<file path="src/rtl/sub_pkg.sv">
// Shared types and constants for the bit-serial subtractor.
// Holds the FSM state encoding and the default operand width.
package sub_pkg;

  localparam int DEFAULT_WIDTH = 8;

  typedef enum logic [1:0] {
    IDLE  = 2'd0,
    SHIFT = 2'd1,
    DONE  = 2'd2
  } state_e;

endpackage

</file>
<file path="src/rtl/full_subtractor.sv">
// One-bit full subtractor: diff = a - b - bin, with borrow out.
// Ports: a, b, bin in; diff, bout out.
module full_subtractor (
  input  logic a,
  input  logic b,
  input  logic bin,
  output logic diff,
  output logic bout
);

  always_comb begin
    diff = a ^ b ^ bin;
    bout = (~a & b) | (~(a ^ b) & bin);
  end

endmodule

</file>
<file path="src/rtl/serial_subtractor.sv">
// Bit-serial a-b, one bit per clock, LSB first.
// Ports: clk, rst_n, start, a, b in; busy, done, diff, borrow, ovf out.
module serial_subtractor
  import sub_pkg::*;
#(
  parameter int WIDTH = DEFAULT_WIDTH
) (
  input  logic             clk,
  input  logic             rst_n,
  input  logic             start,
  input  logic [WIDTH-1:0] a,
  input  logic [WIDTH-1:0] b,
  output logic             busy,
  output logic             done,
  output logic [WIDTH-1:0] diff,
  output logic             borrow,
  output logic             ovf
);

  localparam int CNT_W = $clog2(WIDTH + 1);
  localparam logic [CNT_W-1:0] LAST = CNT_W'(WIDTH - 1);

  state_e state_q, state_d;

  logic [CNT_W-1:0] cnt_q, cnt_d;
  logic [WIDTH-1:0] a_q, a_d;
  logic [WIDTH-1:0] b_q, b_d;
  logic [WIDTH-1:0] res_q, res_d;
  logic [WIDTH-1:0] diff_q, diff_d;
  logic             br_q, br_d;
  logic             a_msb_q, a_msb_d;
  logic             b_msb_q, b_msb_d;
  logic             borrow_q, borrow_d;
  logic             ovf_q, ovf_d;

  logic accept;
  logic last;
  logic bit_d;
  logic bit_bout;

  full_subtractor u_fs (
    .a    (a_q[0]),
    .b    (b_q[0]),
    .bin  (br_q),
    .diff (bit_d),
    .bout (bit_bout)
  );

  // start is only honoured outside SHIFT
  assign accept = start && (state_q != SHIFT);
  assign last   = (cnt_q == LAST);

  always_ff @(posedge clk or negedge rst_n) begin
    if (!rst_n) begin
      state_q <= IDLE;
    end else begin
      state_q <= state_d;
    end
  end

  always_comb begin
    state_d = state_q;
    unique case (state_q)
      IDLE:    if (start) state_d = SHIFT;
      SHIFT:   if (last) state_d = DONE;
      DONE:    state_d = start ? SHIFT : IDLE;
      default: state_d = IDLE;
    endcase
  end

  always_comb begin
    busy = 1'b0;
    done = 1'b0;
    unique case (1'b1)
      (state_q == SHIFT): busy = 1'b1;
      (state_q == DONE):  done = 1'b1;
      default: ;
    endcase
  end

  always_comb begin
    cnt_d    = cnt_q;
    a_d      = a_q;
    b_d      = b_q;
    res_d    = res_q;
    br_d     = br_q;
    a_msb_d  = a_msb_q;
    b_msb_d  = b_msb_q;
    diff_d   = diff_q;
    borrow_d = borrow_q;
    ovf_d    = ovf_q;
    if (accept) begin
      a_d     = a;
      b_d     = b;
      br_d    = 1'b0;
      cnt_d   = '0;
      a_msb_d = a[WIDTH-1];
      b_msb_d = b[WIDTH-1];
    end else if (state_q == SHIFT) begin
      // operands shift right so bit 0 is always the current bit
      a_d   = a_q >> 1;
      b_d   = b_q >> 1;
      br_d  = bit_bout;
      res_d = {bit_d, res_q[WIDTH-1:1]};
      cnt_d = cnt_q + CNT_W'(1);
      if (last) begin
        // bit_d is the result MSB on the final step
        diff_d   = {bit_d, res_q[WIDTH-1:1]};
        borrow_d = bit_bout;
        ovf_d    = (a_msb_q ^ b_msb_q) & (a_msb_q ^ bit_d);
      end
    end
  end

  always_ff @(posedge clk or negedge rst_n) begin
    if (!rst_n) begin
      cnt_q    <= '0;
      a_q      <= '0;
      b_q      <= '0;
      res_q    <= '0;
      br_q     <= 1'b0;
      a_msb_q  <= 1'b0;
      b_msb_q  <= 1'b0;
      diff_q   <= '0;
      borrow_q <= 1'b0;
      ovf_q    <= 1'b0;
    end else begin
      cnt_q    <= cnt_d;
      a_q      <= a_d;
      b_q      <= b_d;
      res_q    <= res_d;
      br_q     <= br_d;
      a_msb_q  <= a_msb_d;
      b_msb_q  <= b_msb_d;
      diff_q   <= diff_d;
      borrow_q <= borrow_d;
      ovf_q    <= ovf_d;
    end
  end

  assign diff   = diff_q;
  assign borrow = borrow_q;
  assign ovf    = ovf_q;

endmodule

</file>
<file path="config.mk">
export PLATFORM = sky130hd
export DESIGN_NAME = serial_subtractor
export DESIGN_NICKNAME = d
export VERILOG_FILES = /design/src/rtl/sub_pkg.sv /design/src/rtl/full_subtractor.sv /design/src/rtl/serial_subtractor.sv
export SDC_FILE = /design/constraint.sdc
export NUM_CORES = 1
export LEC_CHECK = 0
export ABC_CLOCK_PERIOD_IN_PS = 2400
export CORE_MARGIN = 10
export CORE_UTILIZATION = 56
export CTS_BUF_LIST = sky130_fd_sc_hd__clkbuf_16
export DETAILED_ROUTE_END_ITERATION = 16
export PLACE_DENSITY = 0.81
export SLEW_MARGIN = 10
export SYNTH_ARGS = -nofsm -noshare
export SYNTH_HDL_FRONTEND = slang
export SYNTH_HIERARCHICAL = 1
export SYNTH_SLANG_ARGS = --single-unit
</file>
<file path="constraint.sdc">
create_clock -name clk -period 2.4 [get_ports clk]
set_clock_uncertainty 0.1 [all_clocks]
set_input_delay 0.36 -clock clk [delete_from_list [all_inputs] [get_ports clk]]
set_output_delay 0.36 -clock clk [all_outputs]
set_load 0.05 [all_outputs]
</file>
## Word-level counts from Yosys, hierarchy flattened

Cells that the tools add are included.

- $add $sub $neg: 1
- Equal/unequal tests: 6
- Muxes and demuxes: 14
- Bitwise gates (word level): 11
- Reduce and logical (&&, ||, !) cells: 6

Operators by type and width:

| cell | number |
|---|---|
| 2-to-1 mux 8 bit | 4 |
| 2-to-1 mux 4 bit | 2 |
| case mux 2 bit (3 select lines) | 1 |
| 2-to-1 mux 1 bit | 5 |
| adder 4 x 1 -> 4 bit, second input constant | 1 |
| == test 4 x 3 -> 1 bit, second input constant | 1 |
| 2-to-1 mux 2 bit | 2 |
| inequality test 2 bit, second input constant | 2 |
| AND reduction 2 bit | 2 |
| XOR 1 bit | 4 |
| AND 1 bit | 3 |
| NOT 1 bit | 3 |
| AND reduction 3 bit | 1 |
| == test 2 x 1 -> 1 bit, second input constant | 1 |
| == test 2 bit, second input constant | 1 |
| zero test 2 bit | 1 |
| inequality test 2 x 1 -> 1 bit, second input constant | 1 |
| nonzero test 2 bit | 1 |
| logical AND 1 bit | 1 |
| OR 1 bit | 1 |

- Register bits: 43
- Bits of input ports: 19
- Output and inout port bits: 12

## Depth between registers and ports, before layout

Gate-level depths: netlist (run 1).

- Depth in word-level cells: 6
- Depth in mapped cells: 5
- Depth with buffers taken out: 5

## By module

Netlist (run 1), hierarchy kept.

Modules (own cells, without submodules):

| module | times used | cells an instance | area each (um^2) |
|---|---|---|---|
| serial_subtractor | 1 | 157 | 1,783.0 |
| full_subtractor | 1 | 4 | 31.3 |

## Worst setup path after synthesis (run 1)

OpenSTA, ideal clock, no wires.

- Kind: register to register
- Start: reg a_q[0]
- End: reg ovf_q (netlist: ovf)
- Setup time: 125 ps
- Arrival time: 1,351 ps
- Slack: 824 ps
- Cell stages (with the launch flop): 5
- Path buffers: 0
- Path through: dfrtp_1 > fa_1 > nand2b_1 > o21ai_0 > mux2_2

- Cells in the longest elaborated chain, start to end: 4

Ends and longest elaborated chain:

| element | line | text |
|---|---|---|
| start: declaration | serial_subtractor.sv:26 | `logic [WIDTH-1:0] a_q, a_d;` |
| start signal: assignment | serial_subtractor.sv:118 | `a_q <= '0;` |
| start signal: assignment | serial_subtractor.sv:129 | `a_q <= a_d;` |
| XOR 1 bit (2 in a row) | full_subtractor.sv:12 | `diff = a ^ b ^ bin;` |
| via bit_d | serial_subtractor.sv:38 | `logic bit_d;` |
| XOR 1 bit | serial_subtractor.sv:110 | `ovf_d = (a_msb_q ^ b_msb_q) & (a_msb_q ^ bit_d);` |
| AND 1 bit | serial_subtractor.sv:110 |  |
| end signal: assignment | serial_subtractor.sv:137 | `ovf_q <= ovf_d;` |
| end: declaration | serial_subtractor.sv:34 | `logic ovf_q, ovf_d;` |

The timed path passes the listed nets, and every way through them passes these cells.
A chain may end at the register's enable or synchronous reset.

## Worst setup path in the final report (run 1)

- Start: reg state_q[0]
- End: out done

- Cells in the longest elaborated chain, start to end: 2

Ends and longest elaborated chain:

| element | line | text |
|---|---|---|
| start: declaration | serial_subtractor.sv:23 | `state_e state_q, state_d;` |
| start signal: assignment | serial_subtractor.sv:57 | `state_q <= state_d;` |
| == test 2 bit | serial_subtractor.sv:76 | `(state_q == DONE): done = 1'b1;` |
| 2-to-1 mux 1 bit | serial_subtractor.sv:74 | `unique case (1'b1)` |
| end: declaration | serial_subtractor.sv:14 | `output logic done,` |

No other way between the ends.

==> results.tsv, run 1 <==
metric	value	unit
R2R Path Start	state_q[1]	
worst setup path class	reg -> out	
clk sink count	42	
Bufs on Longest Clock Path	2	
aggregate global-route resource usage	0.124	
Layout area overhead	25.1	%
dominant synthesized flop cell	dfrtp_1	
Clock Latency Late Sink	280	ps
Seq pwr share	0.395	
share of cells above drive strength 1	0.125	
total power	0.00303	W
GR Overflow Total	0	
CTS Hold Bufs	0	
top post-synthesis cells by area	dfrtp_1, mux2i_1, nand2_1	
# setup viols final	0	
CP max stage cell	clkdlybuf4s50_1	
FF/Latch Area	1050	um^2
Required @ worst endpoint	1940	ps
static leakage	1.07	nW
minimum clock period	2180	ps
Crit Reg-Reg Endpoint	diff[7]	
flop2flop setup slack	660	ps
DIE HEIGHT	76.9	um
power per cell area	1340	nW/um^2
post-route ant nets	0	
row count	20	
area share of the largest cell type after synthesis	0.579	
final core utilization	0.737	
Critical Path End Type	primary output	
DR DRC count	0	
max incr delay on CP	790	ps
fill count	212	
Initial Util	0.589	
RSZ-0062 raised after global routing	no	
Switching Fraction	0.389	
status	finished clean	
sw power	0.00118	W
Fin Setup TNS	0	ps
post-CTS resize count	0	
Reg clk slew, reported paths	50	ps
Synth cell types	23	
fin nets	213	
cts bufs inserted	5	
root buffer cell	clkbuf_16	
Die ar.	5920	um^2
period utilisation layout	0.908	
biggest area consumer among synthesized cells	dfrtp_1	
drt first pass iters	5	
crit-path leading delay family	buffers and inverters	
flops & latches, synth	42	
Max Clk Rate	0.459	GHz
Diodes inserted	0	
Placer Congestion	0.746	
Post-Syn Area	1810	um^2
worst-path cell chain	and2b_1, clkdlybuf4s50_1	
CTS HTree Levels	2	
Vias/cell	5.24	
Core ar.	3080	um^2
cell count after synthesis	161	
number of global-route vias before repair	1234	
Ports	31	
first-iteration detailed-routing DRC count	99	
largest net degree at the start of global routing	43	
P_int	0.00185	W
Vias	1237	
Multi-input gate area	692	um^2
first-pass GRT wire length	5840	um
net count after synthesis	182	
initial antenna violation count	0	
maximum vdd drop	0.000780	V
Buf/Inv on CP	1	
Post-Syn Area per Cell	11.3	um^2
Hold WC Path Type	in -> async	
Worst-Margin Slew	904	ps
Post-synth EDFFs	0	
die width	76.9	um
Final Hold Fails	0	
clock power share	0.202	
reg2reg path depth	3	
Comb pwr share	0.402	
Synth Warn #	6	
CTS tree	done	
async set or reset register ratio after synthesis	1.00	
Relative slew margins	0.398	
drt wl/cell	15.4	um
DRT Wirelength	3630	um
maximum fanout along the worst path	4	
Slew Limit Fails	0	
CP startpoint kind	register	
max cap viols	0	
Worst EP arrival	1720	ps
post-synthesis sequential area ratio	0.579	
IO buf count	30	
total setup buffers inserted after CTS	0	
DP HPWL	2490	um
-- state kept, by name, summed over array words and instances (netlist names) --
register	cells
a_msb_q	1
a_q	8
b_msb_q	1
b_q	8
borrow	1
br_q	1
cnt_q	4
diff	8
ovf	1
res_q	7
state_q	2
-- metal layers --
metal,track usage,vias to the layer above,share of wire
li1,-,595,-
met1,0.128,620,0.40
met2,0.213,18,0.55
met3,0.0524,4,0.038
met4,0.0539,0,0.0083
met5,0,-,0
-- per-stage QoR --
step | hold WS [ps] | instances | instance area [um^2] | setup slack [ps]
after floorplan | -35.6 | 161 | 1810 | 824
after global placement | 356 | 229 | 2140 | 544
after detailed placement | 364 | 229 | 2140 | 508
after CTS | 140 | 236 | 2270 | 202
after global routing | 176 | 236 | 2270 | 166
final | 111 | 236 | 2270 | 222
-- final cells by class --
type | count | area share
flip-flops and latches | 42 | 0.463
multi-input cells | 106 | 0.305
repair buffers | 32 | 0.141
clock buffers | 5 | 0.0551
well taps | 44 | 0.0243
inverters | 5 | 0.00827
clock inverters | 2 | 0.00331
-- worst max path at each step --
stage,startpoint,end,cells after the start
5_1_grt,state_q[0],done,2
4_1_cts,state_q[0],done,2
3_3_place_gp,state_q[0],done,2
6_report,state_q[0],done,2
2_1_floorplan,a_q[0],ovf,4
3_5_place_dp,state_q[0],done,2
-- cells in the mapped netlist (all sizes together), types with 2 or more instances --
cell type,n
buf,7
dfrtp,42
inv,5
mux2,12
mux2i,16
nand2,41
nand2b,2
nand3,2
nand3b,2
nor2,3
o21ai,21
-- worst reg2reg max path: stages (launching register included) --
cell,delay (ps)
dfrtp_1,390
nand2b_4,220
nor3_4,500
mux2_2,400
-- layout by cell type, fill, tap and decap left out --
master,n
a22o_1,1
nand2_1,41
clkdlybuf4s50_1,28
o211ai_1,1
nor3_4,1
o21ai_0,21
buf_2,1
mux2_2,12
and2b_1,1
nand3b_1,2
nand2b_1,1
nand3_1,2
mux2i_1,16
buf_12,1
fa_1,1
buf_4,2
dfrtp_1,42
inv_1,6
nor2_1,3
clkbuf_16,5
xnor2_1,1
ha_1,1
nand2b_4,1
inv_2,1
-- power by group through the flow --
stage          combinational, W  sequential, W  clock, W
6_report                0.00122        0.00120  0.000614
3_3_place_gp            0.00117        0.00118         0
3_5_place_dp            0.00122        0.00120         0
5_1_grt                 0.00132        0.00124  0.000659
4_1_cts                 0.00124        0.00120  0.000632
2_1_floorplan          0.000624        0.00141         0
-- logic make-up after synthesis --
logic type / share of synthesized area
AOI/OAI and AO/OA: 0.0669
DFF: 0.579
and+or+nand+nor: 0.129
muxes: 0.163
adders and majority gates: 0.0179
xor gates and xnor gates: 0.00483
buffers and inverters: 0.0393
No activity file was read; power rests on OpenSTA's default activity.
==> run 2: changes to the inputs <==
--- a/config.mk
+++ b/config.mk
@@ -11,6 +11,7 @@
 export CTS_BUF_LIST = sky130_fd_sc_hd__clkbuf_16
 export DETAILED_ROUTE_END_ITERATION = 16
 export PLACE_DENSITY = 0.81
+export SETUP_SLACK_MARGIN = 0.05
 export SLEW_MARGIN = 10
 export SYNTH_ARGS = -nofsm -noshare
 export SYNTH_HDL_FRONTEND = slang
==> results of run 2 <==
The final DEF is identical to that of run 1; final timing and power are the same.
==> run 3: changes to the inputs <==
--- a/config.mk
+++ b/config.mk
@@ -6,6 +6,7 @@
 export NUM_CORES = 1
 export LEC_CHECK = 0
 export ABC_CLOCK_PERIOD_IN_PS = 2400
+export CAP_MARGIN = 10
 export CORE_MARGIN = 10
 export CORE_UTILIZATION = 56
 export CTS_BUF_LIST = sky130_fd_sc_hd__clkbuf_16
==> results of run 3 <==
The final DEF is identical to that of run 1; final timing and power are the same.
